### config.mk
export PLATFORM = sky130hd
export DESIGN_NAME = keypad_scanner
export DESIGN_NICKNAME = d
export VERILOG_FILES = /design/src/rtl/keypad_scanner.sv
export SDC_FILE = /design/constraint.sdc
export NUM_CORES = 1
export LEC_CHECK = 0
export CAP_MARGIN = 0
export CORE_UTILIZATION = 45
export DETAILED_ROUTE_END_ITERATION = 10
export PLACE_DENSITY_LB_ADDON = 0.08
export REMOVE_ABC_BUFFERS = 1
export SKIP_CTS_REPAIR_TIMING = 1
export SYNTH_ARGS = -nofsm -noshare
export SYNTH_HDL_FRONTEND = slang
export SYNTH_SLANG_ARGS = --single-unit
### constraint.sdc
create_clock -name clk -period 2.5 [get_ports clk]
set_input_delay 0.75 -clock clk [delete_from_list [all_inputs] [get_ports clk]]
set_output_delay 0.75 -clock clk [all_outputs]
set_load 0.01 [all_outputs]
### src/rtl/keypad_scanner.sv
// Column-scanning front end for a 4x4 active-low matrix keypad.
// Drives one column low at a time, synchronizes the rows, and locks onto
// the first column that shows a pressed key until the key is released and
// the downstream debouncer has let go of scan_stop.
//
// state  | meaning
// DRIVE  | column col_idx driven, waiting SETTLE_CYCLES for rows to settle
// SAMPLE | one-cycle look at synchronized rows for the driven column
// LOCKED | column frozen, row snapshot tracked every cycle until release
module keypad_scanner #(
  parameter int SETTLE_CYCLES = 16
) (
  input  logic       clk,
  input  logic       rst,
  input  logic [3:0] row_n,
  input  logic       scan_stop,
  output logic [3:0] col_n,
  output logic       key_detected,
  output logic [3:0] key_row,
  output logic [3:0] key_col,
  output logic       multi_key
);

  typedef enum logic [1:0] {
    DRIVE  = 2'd0,
    SAMPLE = 2'd1,
    LOCKED = 2'd2
  } state_t;

  localparam logic [7:0] SETTLE_LAST = 8'(SETTLE_CYCLES - 1);

  state_t     state;
  logic [7:0] settle_cnt;
  logic [1:0] col_idx;
  logic [1:0] col_nxt;
  logic [3:0] sync1;
  logic [3:0] sync2;
  logic [3:0] row_act;
  logic       row_multi;

  function automatic logic [3:0] onehot(input logic [1:0] idx);
    onehot = 4'b0001 << idx;
  endfunction

  assign row_act   = ~sync2;
  // Clearing the lowest set bit leaves something only if two or more rows are active.
  assign row_multi = |(row_act & (row_act - 4'd1));
  assign col_nxt   = col_idx + 2'd1;

  // Two-flop synchronizer for the asynchronous row pins (idle = pulled up).
  always_ff @(posedge clk or posedge rst) begin
    if (rst) begin
      sync1 <= 4'b1111;
      sync2 <= 4'b1111;
    end else begin
      sync1 <= row_n;
      sync2 <= sync1;
    end
  end

  // Scan/lock state machine with registered column drive and key outputs.
  always_ff @(posedge clk or posedge rst) begin
    if (rst) begin
      state        <= DRIVE;
      settle_cnt   <= 8'd0;
      col_idx      <= 2'd0;
      col_n        <= 4'b1110;
      key_detected <= 1'b0;
      key_row      <= 4'd0;
      key_col      <= 4'd0;
      multi_key    <= 1'b0;
    end else begin
      case (state)
        DRIVE: begin
          if (settle_cnt == SETTLE_LAST) begin
            settle_cnt <= 8'd0;
            state      <= SAMPLE;
          end else begin
            settle_cnt <= settle_cnt + 8'd1;
          end
        end
        SAMPLE: begin
          if (row_act != 4'd0) begin
            state        <= LOCKED;
            key_row      <= row_act;
            key_col      <= onehot(col_idx);
            key_detected <= 1'b1;
            multi_key    <= row_multi;
          end else begin
            col_idx <= col_nxt;
            col_n   <= ~onehot(col_nxt);
            state   <= DRIVE;
          end
        end
        LOCKED: begin
          key_row      <= row_act;
          key_detected <= |row_act;
          multi_key    <= row_multi;
          // Leave only once the keypad is quiet and the debouncer has released us.
          if (row_act == 4'd0 && !scan_stop) begin
            state      <= DRIVE;
            settle_cnt <= 8'd0;
            col_idx    <= col_nxt;
            col_n      <= ~onehot(col_nxt);
            key_col    <= 4'd0;
          end
        end
        default: begin
          state        <= DRIVE;
          settle_cnt   <= 8'd0;
          col_idx      <= 2'd0;
          col_n        <= 4'b1110;
          key_detected <= 1'b0;
          key_row      <= 4'd0;
          key_col      <= 4'd0;
          multi_key    <= 1'b0;
        end
      endcase
    end
  end

endmodule
After elaboration in Yosys (flattened, before gate mapping) --
Cells that the tools add are included.
Operators by class: add/subtract/negate cells 3, equality and inequality tests 7, shift-type cells 2, muxes and demuxes 22, bitwise operators 5, reductions and logical operators 12
Operator list (number):
- 4-bit one-hot mux with 3 select lines | 3
- 8-bit one-hot mux with 3 select lines | 1
- 4-bit two-way mux | 5
- 8-bit two-way mux | 2
- 2-bit one-hot mux with 3 select lines | 2
- 2-bit two-way mux | 5
- 8-bit by 1-bit adder with 8-bit output (second input constant) | 1
- 8-bit by 4-bit == test with 1-bit output (second input constant) | 1
- 2-bit != test (second input constant) | 4
- 4-bit inverter | 2
- 4-bit OR reduction | 2
- 1-bit by 2-bit << shifter with 4-bit output (first input constant) | 2
- 1-bit one-hot mux with 3 select lines | 2
- 2-bit AND reduction | 3
- 3-bit AND reduction | 2
- 4-bit AND | 1
- 4-bit logical NOT | 1
- 4-bit nonzero test | 1
- 4-bit by 1-bit subtractor with 4-bit output (second input constant) | 1
- 2-bit by 1-bit adder with 2-bit output (second input constant) | 1
- 2-bit by 1-bit == test with 1-bit output (second input constant) | 1
- 2-bit == test (second input constant) | 1
- 2-bit logical NOT | 1
- 1-bit two-way mux | 2
- other kinds (3) | 4
Word-level totals: register bits 34, input bits 7, output and inout port bits 14, logic and storage cells 61

Logic depth before layout (Yosys ltp) --
Gate-level depths: netlist of the first run.
depth after elaboration 6, depth in mapped cells 7, depth with buffers taken out 6

Least setup slack after synthesis of the first run --
Ideal clock, no wire load.
path type in2reg, start point input scan_stop, end point register col_n[0], setup time 125 ps, arrival time 1739 ps, required time 2375 ps, path slack 636 ps, stages 4, path buffers 1, path through o21a_1 or3b_1 buf_6 mux2_4
On the way: longest elaborated chain between the ends 4
Ends and longest elaborated chain:
- start, declared | line 16 | input logic scan_stop,
- 1-bit logical NOT | line 100 | if (row_act == 4'd0 && !scan_stop) begin
- 1-bit logical AND | line 100
- 2-bit != test (no source line)
- 3-bit AND reduction (no source line)
- end signal, assigned | line 91 | col_n <= ~onehot(col_nxt);
- end signal, assigned | line 104 | col_n <= ~onehot(col_nxt);
- end, declared | line 17 | output logic [3:0] col_n,
No other way between the ends. A chain may end at the register's enable or synchronous reset.

Final worst setup path of the first run --
start point register col_n[1], end point output col_n[1]
No word-level cell between the ends.

==> flow_summary.json, run 1 <==
{
  "syn_area_per_cell_um2": 11.53,
  "stdcell_area_mm2": 0.001848,
  "worstRegToRegCells": 4,
  "syn_inst": 132,
  "drtIter0Drc": 51,
  "drc": 0,
  "yosysUniqueCellTypes": 33,
  "hpwl_um": 1984,
  "worst-slew-pin-transition_ns": 0.4835,
  "dieArea_mm2": 0.003617,
  "worst_path_max_delay_cell": "dfstp_2",
  "min-delay-start": "sync1[1]",
  "via_per_inst": 5.249,
  "io_buffer_count": 20,
  "hold_viol": 0,
  "seq_area_um2": 864.6,
  "die_w_um": 60.15,
  "ir_drop_uv": 591.5,
  "grt_pass1_wl_um": 4892,
  "cp_data_required_time_ns": 1.75,
  "fin_nets": 175,
  "path_buf_inv": 1,
  "grt_overflow_total": 0,
  "crit_path_start_kind": "flip-flop",
  "cap_violations": 0,
  "fmax_ghz": 0.4609,
  "hold_path_end": "sync2[1]",
  "initial_utilization": 0.4864,
  "status": "finished clean",
  "clk_pin_slew_worst_paths_ns": 0.10,
  "drive_gt1_frac": 0.1677,
  "n_antenna_cell": 0,
  "design.core.area_mm2": 0.003128,
  "grt_pass1_vias": 1138,
  "setup_violations": 0,
  "p_total_uw": 2046,
  "synth_warnings": 0,
  "rsz0062_at_grt": "false",
  "slew_viol_final": 0,
  "fin_crit_sh": 0.8680,
  "routedWlPerCell_um": 13.75,
  "path_cells": "clkdlybuf4s50_1",
  "routed_wl_um": 2819,
  "htreeDepth": 2,
  "cts_made_buffers": 5,
  "placed_area_mm2": 0.001788,
  "final_util": 0.5908,
  "fin_setup_tns_ns": 0,
  "cts-root-buf": "clkbuf_4",
  "relSlewSlack": 0.6777,
  "antenna_found_initial": 0,
  "path_class": "flip-flop to primary output",
  "place_congestion": 0.7239,
  "cts_tree": "done",
  "via_count": 1076,
  "cp-end-kind": "primary output",
  "clock_path_buffers": 2,
  "multi_input_area_um2": 611.8,
  "synthesis.area_mm2": 0.001521,
  "pre_cts_slack_ns": 0.1136,
  "cp.arrival_ns": 1.42,
  "r2r_end": "col_n[0]",
  "grt.total_usage": 0.1916,
  "max_stage_delay_ns": 0.55,
  "postRouteAntennaNets": 0,
  "io_pins": 21,
  "period_minus_slack_ns": 2.170,
  "area_growth_pct": 21.46,
  "hold_depth": 0,
  "cp.depth": 1,
  "grt_max_degree": 35,
  "power_leakage_uw": 0.0008267,
  "worst_slack_ns": 0.3301,
  "r2r_start": "state[0]",
  "synth-seq-area-share": 0.5683,
  "row_count": 20,
  "fillers": 304,
  "die_y_um": 60.15,
  "r2r_slack_ns": 0.58,
  "cp_max_fo": 2,
  "drt_pass1_iterations": 4,
  "cts.sinks": 34,
  "hold_path_class": "flip-flop to flip-flop",
  "ys_ff_latch": 34,
  "cp_top_family": "flip-flops",
  "fin_worst_skew_ns": 0.01172,
  "power.density_mw_per_mm2": 1107,
  "clock_latency_ns": 0.34
}
## through the flow
step                instances  hold slack (ns)
finish                    205           0.3610
global route              205           0.3698
CTS                       205           0.3631
detailed placement        197           0.3488
global placement          197           0.3456
floorplan                 129           0.3452
## metal layers
| layer | GRT usage | vias up | part of all wire |
|---|---|---|---|
| li1 | - | 524 | - |
| met1 | 0.2265 | 529 | 0.46 |
| met2 | 0.3046 | 17 | 0.49 |
| met3 | 0.08009 | 6 | 0.034 |
| met4 | 0.07973 | 0 | 0.018 |
| met5 | 0 | - | 0 |
## state kept, by name, summed over array words and instances, names as in the netlist
| signal | cells |
|---|---|
| sync1 | 4 |
| key_detected | 1 |
| state | 2 |
| multi_key | 1 |
| settle_cnt | 8 |
| key_col | 4 |
| col_n | 4 |
| col_idx | 2 |
| key_row | 4 |
| sync2 | 4 |
## synth_stat cells
cell type   n  area share
a21o_1      1      0.0049
a21oi_1     5       0.016
a22o_1      4       0.023
and2_1      1      0.0041
and3_1      1      0.0041
and4_1      1      0.0058
buf_6       1      0.0074
clkbuf_1    2      0.0049
dfrtp_1    23        0.38
dfstp_2    11        0.19
ha_1        8       0.066
inv_1       7       0.017
maj3_1      1      0.0066
mux2_4      4       0.039
mux2i_1     3       0.020
nand2_1    19       0.047
nand2b_1    1      0.0041
nand3_1     5       0.016
nand4_1     2      0.0082
nor2_1      4      0.0099
nor2b_1     1      0.0041
nor3_1      1      0.0033
nor4b_1     1      0.0058
o21a_1      2      0.0099
o21ai_0     6       0.020
o22a_1      1      0.0058
o22ai_1     1      0.0041
o31ai_1     8       0.039
o41ai_1     1      0.0058
or2_2       1      0.0041
or3_1       1      0.0041
or3b_1      1      0.0058
or4_1       3       0.015
## where the power goes
| group | leakage (uW) | internal (uW) | switching, uW |
|---|---|---|---|
| clock network | 0.0000353 | 136 | 180 |
| registers | 0.000423 | 700 | 86.2 |
| logic | 0.000369 | 450 | 494 |
| total | 0.000827 | 1290 | 760 |
## cell type report
cell class	instances	share of cell area
multi-input combinational	88	0.3311
inverter	7	0.01422
clock buffer	7	0.02979
sequential	34	0.4678
timing repair buffer	24	0.1246
clock inverter	1	0.002708
tap	44	0.02979
## layout by cell type (no fill, tap or decap), types with 5 or more instances in the layout
cell	netlist	routed
dfrtp_1	23	23
clkdlybuf4s50_1	0	20
nand2_1	19	19
dfstp_2	11	11
o31ai_1	8	8
ha_1	8	8
inv_1	7	7
o21ai_0	6	6
a21oi_1	5	5
nand3_1	5	5
clkbuf_4	0	5
## worst max path at each step
stage / startpoint / endpoint / slack, ns
6_report: col_n[1] / col_n[1] / 0.33
5_1_grt: col_n[1] / col_n[1] / 0.25
4_1_cts: col_n[1] / col_n[1] / 0.30
3_5_place_dp: scan_stop / col_n[0] / 0.11
3_3_place_gp: scan_stop / col_n[0] / 0.11
2_1_floorplan: scan_stop / col_n[0] / 0.60
## cell families (layout without fill, tap and decap cells)
kind of cell,count (synthesis),count (layout),share of synthesized area
adders and majority gates,9,9,0.07237
and+or+nand+nor,43,43,0.1415
AOI/OAI and AO/OA,29,29,0.1291
buffers and inverters,10,39,0.02961
DFF,34,34,0.5683
muxes,7,7,0.05921
No activity file was read; power rests on OpenSTA's default activity.
==> run 2, diff against run 1 <==
--- a/config.mk
+++ b/config.mk
@@ -6,7 +6,7 @@
 export NUM_CORES = 1
 export LEC_CHECK = 0
 export CAP_MARGIN = 0
-export CORE_UTILIZATION = 45
+export CORE_UTILIZATION = 53
 export DETAILED_ROUTE_END_ITERATION = 10
 export PLACE_DENSITY_LB_ADDON = 0.08
 export REMOVE_ABC_BUFFERS = 1
==> flow_summary.json, run 2 (synthesis gave the netlist of run 1 again) <==
{
  "cp_top_family": "flip-flops",
  "routedWlPerCell_um": 15.18,
  "fin_worst_skew_ns": 0.009454,
  "largest_reg_flops": 8,
  "rsz0062_at_grt": "false",
  "cts-root-buf": "clkbuf_4",
  "status": "finished clean",
  "cts.sinks": 34,
  "setup_violations": 0,
  "postRouteAntennaNets": 0,
  "cap_violations": 0,
  "power_leakage_uw": 0.0008256,
  "cts_tree": "done",
  "r2r_start": "state[0]",
  "grt_pass1_vias": 1091,
  "max_stage_delay_ns": 0.55,
  "grt_overflow_total": 0,
  "relSlewSlack": 0.6881,
  "drt_pass1_iterations": 4,
  "fmax_ghz": 0.4578,
  "io_pins": 21,
  "io_buffer_count": 20,
  "top_register": "settle_cnt",
  "drtIter0Drc": 21,
  "grt_max_degree": 35,
  "final_util": 0.6714,
  "cts_made_buffers": 5,
  "clock_latency_ns": 0.34,
  "cp_data_required_time_ns": 1.75,
  "die_w_um": 55.58,
  "routed_wl_um": 2915,
  "slew_viol_final": 0,
  "initial_utilization": 0.5565,
  "worst_path_max_delay_cell": "dfstp_2",
  "min-delay-start": "sync1[0]",
  "area_growth_pct": 20.64,
  "cp-end-kind": "primary output",
  "clock_path_buffers": 2,
  "drive_gt1_frac": 0.1739,
  "seq_area_um2": 864.6,
  "power.density_mw_per_mm2": 1123,
  "path_class": "flip-flop to primary output",
  "via_count": 1114,
  "ir_drop_uv": 773.5,
  "row_count": 19,
  "clk_pin_slew_worst_paths_ns": 0.11,
  "crit_path_start_kind": "flip-flop",
  "mostFrequentLayoutCells": "dfrtp_1, clkdlybuf4s50_1, nand2_1",
  "startpoint": "col_n[2]",
  "hold_path_class": "flip-flop to flip-flop",
  "dieArea_mm2": 0.003089,
  "fin_nets": 175,
  "cp_max_fo": 2,
  "cp.arrival_ns": 1.43,
  "hpwl_um": 2016,
  "antenna_found_initial": 0,
  "grt.total_usage": 0.2128,
  "path_cells": "clkdlybuf4s50_1",
  "n_antenna_cell": 0,
  "die_y_um": 55.58,
  "fillers": 219,
  "design.core.area_mm2": 0.002734,
  "fin_crit_sh": 0.8738,
  "layout_commonest_cell": "dfrtp_1",
  "period_minus_slack_ns": 2.184,
  "drc": 0,
  "path_buf_inv": 1,
  "place_congestion": 0.7784,
  "hold_viol": 0,
  "fin_setup_tns_ns": 0,
  "worst-slew-pin-transition_ns": 0.4643,
  "multi_input_area_um2": 611.8,
  "grt_pass1_wl_um": 5078,
  "via_per_inst": 5.802,
  "htreeDepth": 2
}
-- run 2: final timing paths --
path / end / slack [ns] / cells after the start
max in group asynchronous: col_n[3] / 1.37 / 3
worst min register to register: sync2[0] / 0.36 / 0
min in group asynchronous: col_idx[1] / 0.79 / 3
worst max-delay path: col_n[2] / 0.32 / 1
worst max register to register: col_n[0] / 0.62 / 4
worst min-delay path: sync2[0] / 0.36 / 0
-- run 2: area by class of cell --
class                      instances  share of cell area
sequential                        34              0.4710
multi-input combinational         88              0.3333
timing repair buffer              24              0.1254
clock buffer                       6             0.02795
tap                               31             0.02113
inverter                           7             0.01431
clock inverter                     2            0.006817
-- run 2: per-layer routing --
layer / track usage / vias to the layer above / part of all wire
met2: 0.3201 / 35 / 0.47
met1: 0.2846 / 543 / 0.46
met3: 0.05349 / 9 / 0.042
met5: 0 / - / 0
met4: 0.1143 / 0 / 0.025
li1: - / 527 / -
-- run 2: report_power, final --
group | total [uW] | leakage, uW | switching, uW | internal (uW)
combinational | 948 | 0.000369 | 499 | 449
clock | 329 | 0.0000343 | 194 | 135
sequential | 784 | 0.000423 | 84.4 | 700
total | 2060 | 0.000826 | 777 | 1280
-- run 2: metrics by stage --
step	hold WS (ns)	worst slack (ns)	cell area [um2]	total power, uW	cells
2_1_floorplan	0.3452	0.5952	1503	1387	129
3_3_place_gp	0.3456	0.1264	1772	1712	184
3_5_place_dp	0.3469	0.1082	1772	1736	184
4_1_cts	0.3621	0.3108	1836	2067	192
5_1_grt	0.3663	0.2836	1836	2200	192
6_report	0.3610	0.3156	1836	2061	192
==> run 3, diff against run 2 <==
--- a/config.mk
+++ b/config.mk
@@ -6,10 +6,12 @@
 export NUM_CORES = 1
 export LEC_CHECK = 0
 export CAP_MARGIN = 0
+export CORE_MARGIN = 4
 export CORE_UTILIZATION = 53
 export DETAILED_ROUTE_END_ITERATION = 10
 export PLACE_DENSITY_LB_ADDON = 0.08
 export REMOVE_ABC_BUFFERS = 1
+export SETUP_SLACK_MARGIN = 0.5
 export SKIP_CTS_REPAIR_TIMING = 1
 export SYNTH_ARGS = -nofsm -noshare
 export SYNTH_HDL_FRONTEND = slang
==> flow_summary.json, run 3 (synthesis gave the netlist of run 1 again) <==
{
  "status": "finished clean",
  "r2r_end": "key_col[1]",
  "grt_pass1_vias": 1088,
  "cts.sinks": 34,
  "fillers": 208,
  "n_antenna_cell": 0,
  "antenna_found_initial": 0,
  "dieArea_mm2": 0.003792,
  "design.core.area_mm2": 0.002758,
  "fin_crit_sh": 0.7725,
  "routedWlPerCell_um": 15.30,
  "startpoint": "scan_stop",
  "initial_utilization": 0.5517,
  "hold_viol": 0,
  "fmax_ghz": 0.5178,
  "hold_path_class": "flip-flop to flip-flop",
  "power_leakage_uw": 0.001004,
  "r2r_slack_ns": 0.64,
  "endpoint": "col_n[0]",
  "cts-root-buf": "clkbuf_4",
  "clock_latency_ns": 0.33,
  "multi_input_area_um2": 614.3,
  "place_congestion": 0.7755,
  "path_class": "input pin to flip-flop",
  "cp.arrival_ns": 2.15,
  "grt_max_degree": 35,
  "drive_gt1_frac": 0.1739,
  "worstRegToRegCells": 5,
  "clock_path_buffers": 2,
  "path_cells": "clkdlybuf4s50_1, o21a_1, or3b_4, mux2_4",
  "postRouteAntennaNets": 0,
  "cp_max_fo": 6,
  "fin_setup_tns_ns": 0,
  "routed_wl_um": 2937,
  "drc": 0,
  "layout_commonest_cell": "dfrtp_1",
  "period_minus_slack_ns": 1.931,
  "io_buffer_count": 20,
  "die_y_um": 61.58,
  "io_pins": 21,
  "hpwl_um": 2076,
  "dp_cells": 184,
  "via_per_inst": 5.557,
  "worst_path_max_delay_cell": "or3b_4",
  "fin_worst_skew_ns": 0.01053,
  "top_register": "settle_cnt",
  "drt_pass1_iterations": 6,
  "final_util": 0.6779,
  "crit_path_start_kind": "input pin",
  "r2r_start": "state[0]",
  "cts_made_buffers": 5,
  "slew_viol_final": 0,
  "seq_area_um2": 864.6,
  "worst-slew-pin-transition_ns": 0.4715,
  "cp_data_required_time_ns": 2.72,
  "power.density_mw_per_mm2": 1083,
  "finalNonFillerCells": 192,
  "via_count": 1067,
  "grt_overflow_total": 0,
  "grt.total_usage": 0.1842,
  "cap_violations": 0,
  "setup_violations": 0,
  "cp-end-kind": "flip-flop",
  "largest_reg_flops": 8,
  "htreeDepth": 2,
  "area_growth_pct": 22.86,
  "drtIter0Drc": 89,
  "fin_nets": 175,
  "row_count": 19,
  "clk_pin_slew_worst_paths_ns": 0.09,
  "mostFrequentLayoutCells": "dfrtp_1, nand2_1, dlymetal6s2s_1",
  "rsz0062_at_grt": "false",
  "max_stage_delay_ns": 0.45,
  "cts_tree": "done",
  "grt_pass1_wl_um": 4919,
  "ir_drop_uv": 750.3,
  "relSlewSlack": 0.6832,
  "die_w_um": 61.58
}
[run 3: cell count changes in the layout (fill, tap and decap cells not counted), sizes merged]
cell and delta:
clkinvlp -1, clkbuf +1, dlymetal6s2s +14, clkdlybuf4s50 -14
[run 3: area by class of cell]
class,instances,share of cell area
multi-input cells,88,0.3286
clock buffers,7,0.02945
repair buffers,24,0.1419
flip-flops and latches,34,0.4625
clock inverters,1,0.002677
well taps,31,0.02075
inverters,7,0.01406
[run 3: report_power, final]
group / internal (uW) / switching, uW / leakage [uW]
combinational: 439 / 490 / 0.000546
sequential: 700 / 83.4 / 0.000423
clock: 136 / 175 / 0.0000353
[run 3: critical path: cells and delay by family]
family                 cells  cell delay (ns)
AO/OA/AOI/OAI              1             0.21
multiplexers               1             0.32
buffers and inverters      1             0.43
AND/OR/NAND/NOR            1             0.45
[run 3: per-layer routing]
metal	up-vias	routed length, um	share of wire	global-route usage
li1	528	-	-	-
met1	518	1268	0.43	0.2237
met2	17	1509	0.51	0.2930
met3	4	131	0.045	0.07338
met4	0	28	0.0095	0.07273
met5	-	0	0	0
[run 3: how the worst min path moves through the flow]
stage | cells after the start | start | slack, ns | endpoint
2_1_floorplan | 0 | sync1[0] | 0.35 | sync2[0]
3_3_place_gp | 0 | sync1[0] | 0.35 | sync2[0]
3_5_place_dp | 0 | sync1[0] | 0.35 | sync2[0]
4_1_cts | 0 | sync1[0] | 0.36 | sync2[0]
5_1_grt | 0 | sync1[1] | 0.37 | sync2[1]
6_report | 0 | sync1[2] | 0.36 | sync2[2]
[run 3: stage by stage]
stage / worst slack (ns) / instance area, um2 / power (uW) / hold slack, ns
after detailed placement: 0.1290 / 1772 / 1738 / 0.3475
after floorplan: 0.5952 / 1503 / 1387 / 0.3452
after global routing: 0.5140 / 1869 / 2205 / 0.3658
after CTS: 0.3004 / 1832 / 2060 / 0.3621
after global placement: 0.1185 / 1772 / 1706 / 0.3463
final: 0.5688 / 1869 / 2024 / 0.3605
